File: src/rtl/vram_pkg.sv
// Shared types, widths and defaults for the VRAM arbiter and its pending-request latch.
package vram_pkg;

  localparam int MEM_LAT_DEF = 2;
  localparam int VID_AW      = 14;
  localparam int MEM_AW      = 15;
  localparam int DW          = 16;
  localparam int LAT_W       = 3;

  typedef enum logic [2:0] {
    IDLE,
    VID,
    CPU_RD,
    CPU_WR,
    DONE
  } arb_state_t;

  // A CPU write with no byte lanes selected means a full-word write.
  function automatic logic [1:0] write_be(input logic [1:0] wtbt);
    return (wtbt == 2'b00) ? 2'b11 : wtbt;
  endfunction

endpackage

File: src/rtl/vram_req_latch.sv
// One-entry holding register for a video fetch that arrives while the arbiter is busy.
module vram_req_latch
  import vram_pkg::*;
(
  input  logic              clk_bus,
  input  logic              reset,
  input  logic              push,
  input  logic              pop,
  input  logic [VID_AW-1:0] req_addr,
  input  logic              req_bank,
  output logic              pend_valid,
  output logic [VID_AW-1:0] pend_addr,
  output logic              pend_bank,
  output logic              overrun
);

  always_ff @(posedge clk_bus) begin
    // NOTE: clocked state uses non-blocking assignments so every register
    // samples the pre-edge values regardless of statement order.
    if (reset) begin
      // NOTE: the stored address and bank are cleared along with the valid
      // bit so a freshly reset entry never exposes stale request data.
      pend_valid <= 1'b0;
      pend_addr  <= '0;
      pend_bank  <= 1'b0;
      overrun    <= 1'b0;
    end else begin
      // A pop frees the slot in the same cycle, so a simultaneous push reloads it.
      if (push && (!pend_valid || pop)) begin
        pend_valid <= 1'b1;
        pend_addr  <= req_addr;
        pend_bank  <= req_bank;
      end else if (pop) begin
        pend_valid <= 1'b0;
      end
      if (push && pend_valid && !pop) begin
        overrun <= 1'b1;
      end
    end
  end

endmodule

File: src/rtl/vram_arbiter.sv
// Arbitrates a single-port VRAM between video word fetches (priority) and a
// strobe/ack CPU port; memory strobes and data paths are registered.
module vram_arbiter
  import vram_pkg::*;
#(
  parameter int MEM_LAT = MEM_LAT_DEF
) (
  input  logic              clk_bus,
  input  logic              reset,
  input  logic              vid_req,
  input  logic [VID_AW-1:0] vid_addr,
  input  logic              vid_bank,
  output logic [DW-1:0]     vid_data,
  output logic              vid_valid,
  output logic              vid_overrun,
  input  logic              cpu_stb,
  input  logic              cpu_we,
  input  logic [1:0]        cpu_wtbt,
  input  logic [MEM_AW-1:0] cpu_addr,
  input  logic [DW-1:0]     cpu_din,
  output logic [DW-1:0]     cpu_dout,
  output logic              cpu_ack,
  output logic [MEM_AW-1:0] mem_addr,
  output logic [DW-1:0]     mem_din,
  output logic [1:0]        mem_be,
  output logic              mem_we,
  output logic              mem_rd,
  input  logic [DW-1:0]     mem_dout
);

  arb_state_t        state, state_d;
  logic [LAT_W-1:0]  lat_cnt, lat_cnt_d;
  logic              armed, armed_d;
  logic              vid_valid_d, mem_we_d, mem_rd_d;
  logic [DW-1:0]     vid_data_d, cpu_dout_d, mem_din_d;
  logic [MEM_AW-1:0] mem_addr_d;
  logic [1:0]        mem_be_d;
  logic              lat_done;
  logic              pend_valid, pend_bank, pend_push, pend_pop;
  logic [VID_AW-1:0] pend_addr;

  assign lat_done  = (lat_cnt == LAT_W'(MEM_LAT));
  // The pending entry is consumed on any IDLE cycle; a fresh request is only
  // served directly when nothing older is waiting.
  assign pend_pop  = (state == IDLE) && pend_valid;
  assign pend_push = vid_req && ((state != IDLE) || pend_valid);
  assign cpu_ack   = (state == DONE);

  vram_req_latch u_req_latch (
    .clk_bus    (clk_bus),
    .reset      (reset),
    .push       (pend_push),
    .pop        (pend_pop),
    .req_addr   (vid_addr),
    .req_bank   (vid_bank),
    .pend_valid (pend_valid),
    .pend_addr  (pend_addr),
    .pend_bank  (pend_bank),
    .overrun    (vid_overrun)
  );

  always_comb begin
    // NOTE: every output of this block gets a default first, so no path
    // through the case statement can infer a latch.
    state_d     = state;
    lat_cnt_d   = lat_cnt;
    vid_valid_d = 1'b0;
    vid_data_d  = vid_data;
    cpu_dout_d  = cpu_dout;
    mem_addr_d  = mem_addr;
    mem_din_d   = mem_din;
    mem_be_d    = mem_be;
    mem_we_d    = 1'b0;
    mem_rd_d    = 1'b0;
    // The CPU port disarms on completion and re-arms only once the strobe is seen low.
    if (state == DONE) begin
      armed_d = 1'b0;
    end else if (!cpu_stb) begin
      armed_d = 1'b1;
    end else begin
      armed_d = armed;
    end

    unique case (state)
      IDLE: begin
        lat_cnt_d = '0;
        if (vid_req || pend_valid) begin
          state_d    = VID;
          mem_rd_d   = 1'b1;
          mem_be_d   = 2'b11;
          mem_addr_d = pend_valid ? {pend_bank, pend_addr} : {vid_bank, vid_addr};
        end else if (cpu_stb && armed) begin
          mem_addr_d = cpu_addr;
          if (cpu_we) begin
            state_d   = CPU_WR;
            mem_we_d  = 1'b1;
            mem_din_d = cpu_din;
            mem_be_d  = write_be(cpu_wtbt);
          end else begin
            state_d  = CPU_RD;
            mem_rd_d = 1'b1;
            mem_be_d = 2'b11;
          end
        end
      end
      VID: begin
        lat_cnt_d = lat_cnt + LAT_W'(1);
        if (lat_done) begin
          vid_data_d  = mem_dout;
          vid_valid_d = 1'b1;
          state_d     = IDLE;
        end
      end
      CPU_RD: begin
        lat_cnt_d = lat_cnt + LAT_W'(1);
        if (lat_done) begin
          cpu_dout_d = mem_dout;
          state_d    = DONE;
        end
      end
      CPU_WR:  state_d = DONE;
      DONE:    state_d = IDLE;
      default: state_d = IDLE;
    endcase
  end

  always_ff @(posedge clk_bus) begin
    if (reset) begin
      state     <= IDLE;
      lat_cnt   <= '0;
      armed     <= 1'b0;
      vid_valid <= 1'b0;
      vid_data  <= '0;
      cpu_dout  <= '0;
      mem_addr  <= '0;
      mem_din   <= '0;
      mem_be    <= 2'b11;
      mem_we    <= 1'b0;
      mem_rd    <= 1'b0;
    end else begin
      state     <= state_d;
      lat_cnt   <= lat_cnt_d;
      armed     <= armed_d;
      vid_valid <= vid_valid_d;
      vid_data  <= vid_data_d;
      cpu_dout  <= cpu_dout_d;
      mem_addr  <= mem_addr_d;
      mem_din   <= mem_din_d;
      mem_be    <= mem_be_d;
      mem_we    <= mem_we_d;
      mem_rd    <= mem_rd_d;
    end
  end

endmodule

File: config.mk
export PLATFORM = sky130hd
export DESIGN_NAME = vram_arbiter
export DESIGN_NICKNAME = d
export VERILOG_FILES = /design/src/rtl/vram_pkg.sv /design/src/rtl/vram_req_latch.sv /design/src/rtl/vram_arbiter.sv
export SDC_FILE = /design/constraint.sdc
export NUM_CORES = 1
export LEC_CHECK = 0
export CORE_AREA = 2 2 99 101
export DETAILED_ROUTE_END_ITERATION = 8
export DIE_AREA = 0 0 101 103
export PLACE_DENSITY = 0.88
export SLEW_MARGIN = 20
export SYNTH_ARGS = -nofsm -noshare
export SYNTH_HDL_FRONTEND = slang
export SYNTH_HIERARCHICAL = 1
export SYNTH_SLANG_ARGS = --single-unit
File: constraint.sdc
create_clock -name clk_bus -period 2.5 [get_ports clk_bus]
set_input_delay 0.625 -clock clk_bus [delete_from_list [all_inputs] [get_ports clk_bus]]
set_output_delay 0.625 -clock clk_bus [all_outputs]
set_load 0.005 [all_outputs]
==> impl_summary.md <==
CTS
The CTS root buffer is sky130_fd_sc_hd__clkbuf_8. The CTS tree is yes. In this run, post-CTS hold repair placed 0 buffers. Clock-pin slew was measured on the worst setup and hold paths at around 0.09 ns. Counting the buffers created by CTS gives 9. The number of clock sinks is 92. The number of resized instances in the post-cts repair step is 0. The number of setup buffers added after CTS is 0. For the worst-skew pair, the clock arrives at the later sink with an insertion delay of about 0.35 ns.

The clock tree synthesis step divided the H-tree into 3 levels. Counting along the longest clock path gives a buffer depth of 2.

Global route
The largest net degree at the start of global routing is 71. Summed over all layers, the global routing overflow is 0. The first global-routing pass estimated 16700 µm of wire.

The global-route usage over all layers is 19.9%. The number of antenna violations at the first check in global routing is 0. The via count of the first global-routing pass is 3601.

Cells and area
Relative to the synthesized area, the layout overhead comes to 40.6%. The final antenna diode count is 0. The register area is 1840 µm².

The number of fillers in the final layout is 790. The count of placed standard cells in the final layout, fillers left out is between 600 and 700. The post-route netlist has 10.2% of its cells at a drive strength greater than 1. The multi-input logic area is 2030 µm². For this run, the post-layout net count is between 600 and 700. At the end of the flow the core is filled with cells to a little over 60%.

Logic synthesis
Counting every instance in the synthesized netlist gives between 400 and 500. The synthesized area per cell is 9.20 µm². For this run, the leading register cell type out of synthesis is sky130_fd_sc_hd__dfxtp_1. The most area-hungry cell type in the Yosys netlist is sky130_fd_sc_hd__dfxtp_1. Yosys instantiated no cell more often than sky130_fd_sc_hd__dfxtp_1. Yosys mapped a number of flops with a built-in enable equal to 0.

Synthesis instantiated 43 different standard cells from the library. Ranked by total cell area, the synthesized netlist is headed by sky130_fd_sc_hd__dfxtp_1, sky130_fd_sc_hd__mux2i_1, sky130_fd_sc_hd__o21ai_0. The share of synthesized registers carrying an async set or reset is 0%. After synthesis the netlist holds a flip-flop and latch count of 92. The part of the Yosys area used for sequential elements is about 45%.

The yosys synthesis warning count is 6. By count the netlist is led by sky130_fd_sc_hd__dfxtp_1, sky130_fd_sc_hd__o21ai_0, sky130_fd_sc_hd__mux2i_1. The share of the synthesized area in the top cell type is 45.1%. The synthesized cell area is 4080 µm².

Counting every net in the synthesized netlist gives between 500 and 600.

Setup path
The kind of capture point of the worst setup path is an output port. The internal reg-to-reg setup slack is 0.54 ns. Of all nets on the critical path, the largest fanout is 14. For the worst setup path, the data arrival time is 1.70 ns. Data on the critical path is required at its endpoint by 1.88 ns. The category of the most critical setup path is register to output port. The type of element launching the critical path is a register.

Placement
Including well taps, the total number of placed cells is about 680. The detailed placer's ending HPWL is 7660 µm. The post-placement worst setup slack is 0.254 ns. Buffers placed on the I/O ports in this run total 138.

Routability-driven placement finished with a final weighted congestion of slightly below 0.9.

Timing
The number of setup violations in the final report is 0. The smallest clock period supported by the final layout is computed as 2.33 ns. The tightest hold path in the finished design has a slack of approximately 0.46 ns. The count of final hold-check violations is 0. In this run the tightest slew margin relative to its limit is 52.2%. The peak clock frequency supported by timing is 0.430 GHz. The slew at the pin closest to its max-slew limit is 0.713 ns. For the final routed database, the setup TNS stands at 0 ns.

The worst path uses 93.0% of the clock period. Setup slack closes at 0.174 ns. The clock arrives with roughly 0.014 ns of skew. The final count of pins violating max slew was 0. Setup repair after global routing left no endpoint under its margin.

Worst hold path
The tightest min-delay check is of the register to register type.

Drt
The detail route stage leaves a number of antenna-violating nets equal to 0. Dividing the detail-routed via count by the number of cells gives between 5 and 6. The first detailed-routing pass ran for 4 iterations. The via count is 3754. The detailed-route DRC error count is 0.

The first routing iteration left approximately 200 violations. The total routed wirelength is 10800 µm. Dividing the detail-routed wire length by the instance count gives 15.6 µm.

Die
The floorplan has 36 rows. The full die area is between 10000 and 15000 µm². The core region is 9460 µm².

Once the floorplan was initialized, standard cells occupied 43.2% of the core. The vertical extent of the die is between 100 and 150 µm. In this run the horizontal extent of the chip is about 100 µm. 139 I/O pins were placed.

Power
The maximum vdd drop is 0.357 mV. The leakage power figure is between 1.5 and 2 nW. For this design the ratio of total power to cell area is 543 nW/µm².

Run
The number of violations of the max-capacitance limit is 0.

Outcome
The run finished with clean final reports.
## registers in the layout, indices dropped and copies added (netlist names), 2 cells and up
signal,cells
state,3
mem_din,16
lat_cnt,3
mem_be,2
vid_data,16
cpu_dout,16
mem_addr,15
u_req_latch/pend_addr,14
## power breakdown
| part | internal, mW | switching (mW) | total [mW] | leakage, nW |
|---|---|---|---|---|
| clock | 0.416 | 0.516 | 0.932 | 0.0876 |
| combinational | 0.323 | 0.265 | 0.588 | 1.11 |
| sequential | 1.54 | 0.0573 | 1.60 | 0.747 |
## path summary, 6_finish.rpt
path              start           end  depth (start not counted)
min          mem_din[2]    mem_din[2]                          2
max            state[1]       cpu_ack                          2
max reg2reg    state[0]  vid_data[13]                          4
min reg2reg  mem_din[2]    mem_din[2]                          2
## per-layer routing
metal | track usage, % | up-vias | wire length (µm)
li1 | - | 1824 | -
met1 | 24.6 | 1788 | 4650
met2 | 35.1 | 122 | 5440
met3 | 2.85 | 20 | 490
met4 | 8.21 | 0 | 210
met5 | 0 | - | 0
## through the flow
step / power [mW] / instance area (µm²)
detailed placement: 2.21 / 5550
finish: 3.12 / 5740
global placement: 2.19 / 5550
CTS: 3.14 / 5740
floorplan: 1.93 / 4080
global route: 3.25 / 5740
## layout by cell type, fill, tap and decap left out, types with 4 or more instances in the layout
cell and count:
sky130_fd_sc_hd__clkdlybuf4s50_1 137, sky130_fd_sc_hd__dfxtp_1 92, sky130_fd_sc_hd__o21ai_0 50, sky130_fd_sc_hd__mux2i_1 46
sky130_fd_sc_hd__a21oi_1 39, sky130_fd_sc_hd__nand2_1 35, sky130_fd_sc_hd__nand3_1 34, sky130_fd_sc_hd__nand2b_1 32
sky130_fd_sc_hd__buf_4 16, sky130_fd_sc_hd__mux2_2 15, sky130_fd_sc_hd__o211ai_1 15, sky130_fd_sc_hd__clkbuf_8 11
sky130_fd_sc_hd__nor2_1 7, sky130_fd_sc_hd__nor3_1 5, sky130_fd_sc_hd__nor4_1 4
## cell families (layout without fill, tap and decap cells)
logic type	after synthesis	after routing	synth area share [%]
AND/OR/NAND/NOR	132	132	17.7
AO/OA/AOI/OAI	113	113	15.6
flip-flops	92	92	45.1
multiplexers	61	61	15.4
buffers and inverters	43	176	5.36
adder cells (fa/ha/maj)	2	2	0.613
XOR/XNOR	1	1	0.215
## critical path, cell delays in order, from the launching register on
cell	delay, ns
sky130_fd_sc_hd__dfxtp_1	0.46
sky130_fd_sc_hd__nor3_1	0.31
sky130_fd_sc_hd__clkdlybuf4s50_1	0.59
## layout make-up
cell class / instances / share of cell area [%]
Sequential cell: 92 / 32.1
Clock inverter: 5 / 0.632
Inverter: 5 / 0.327
Clock buffer: 11 / 2.64
Timing Repair Buffer: 155 / 26.4
Tap cell: 114 / 2.48
Multi-Input combinational cell: 309 / 35.4
Power figures use the tool's default switching activity.
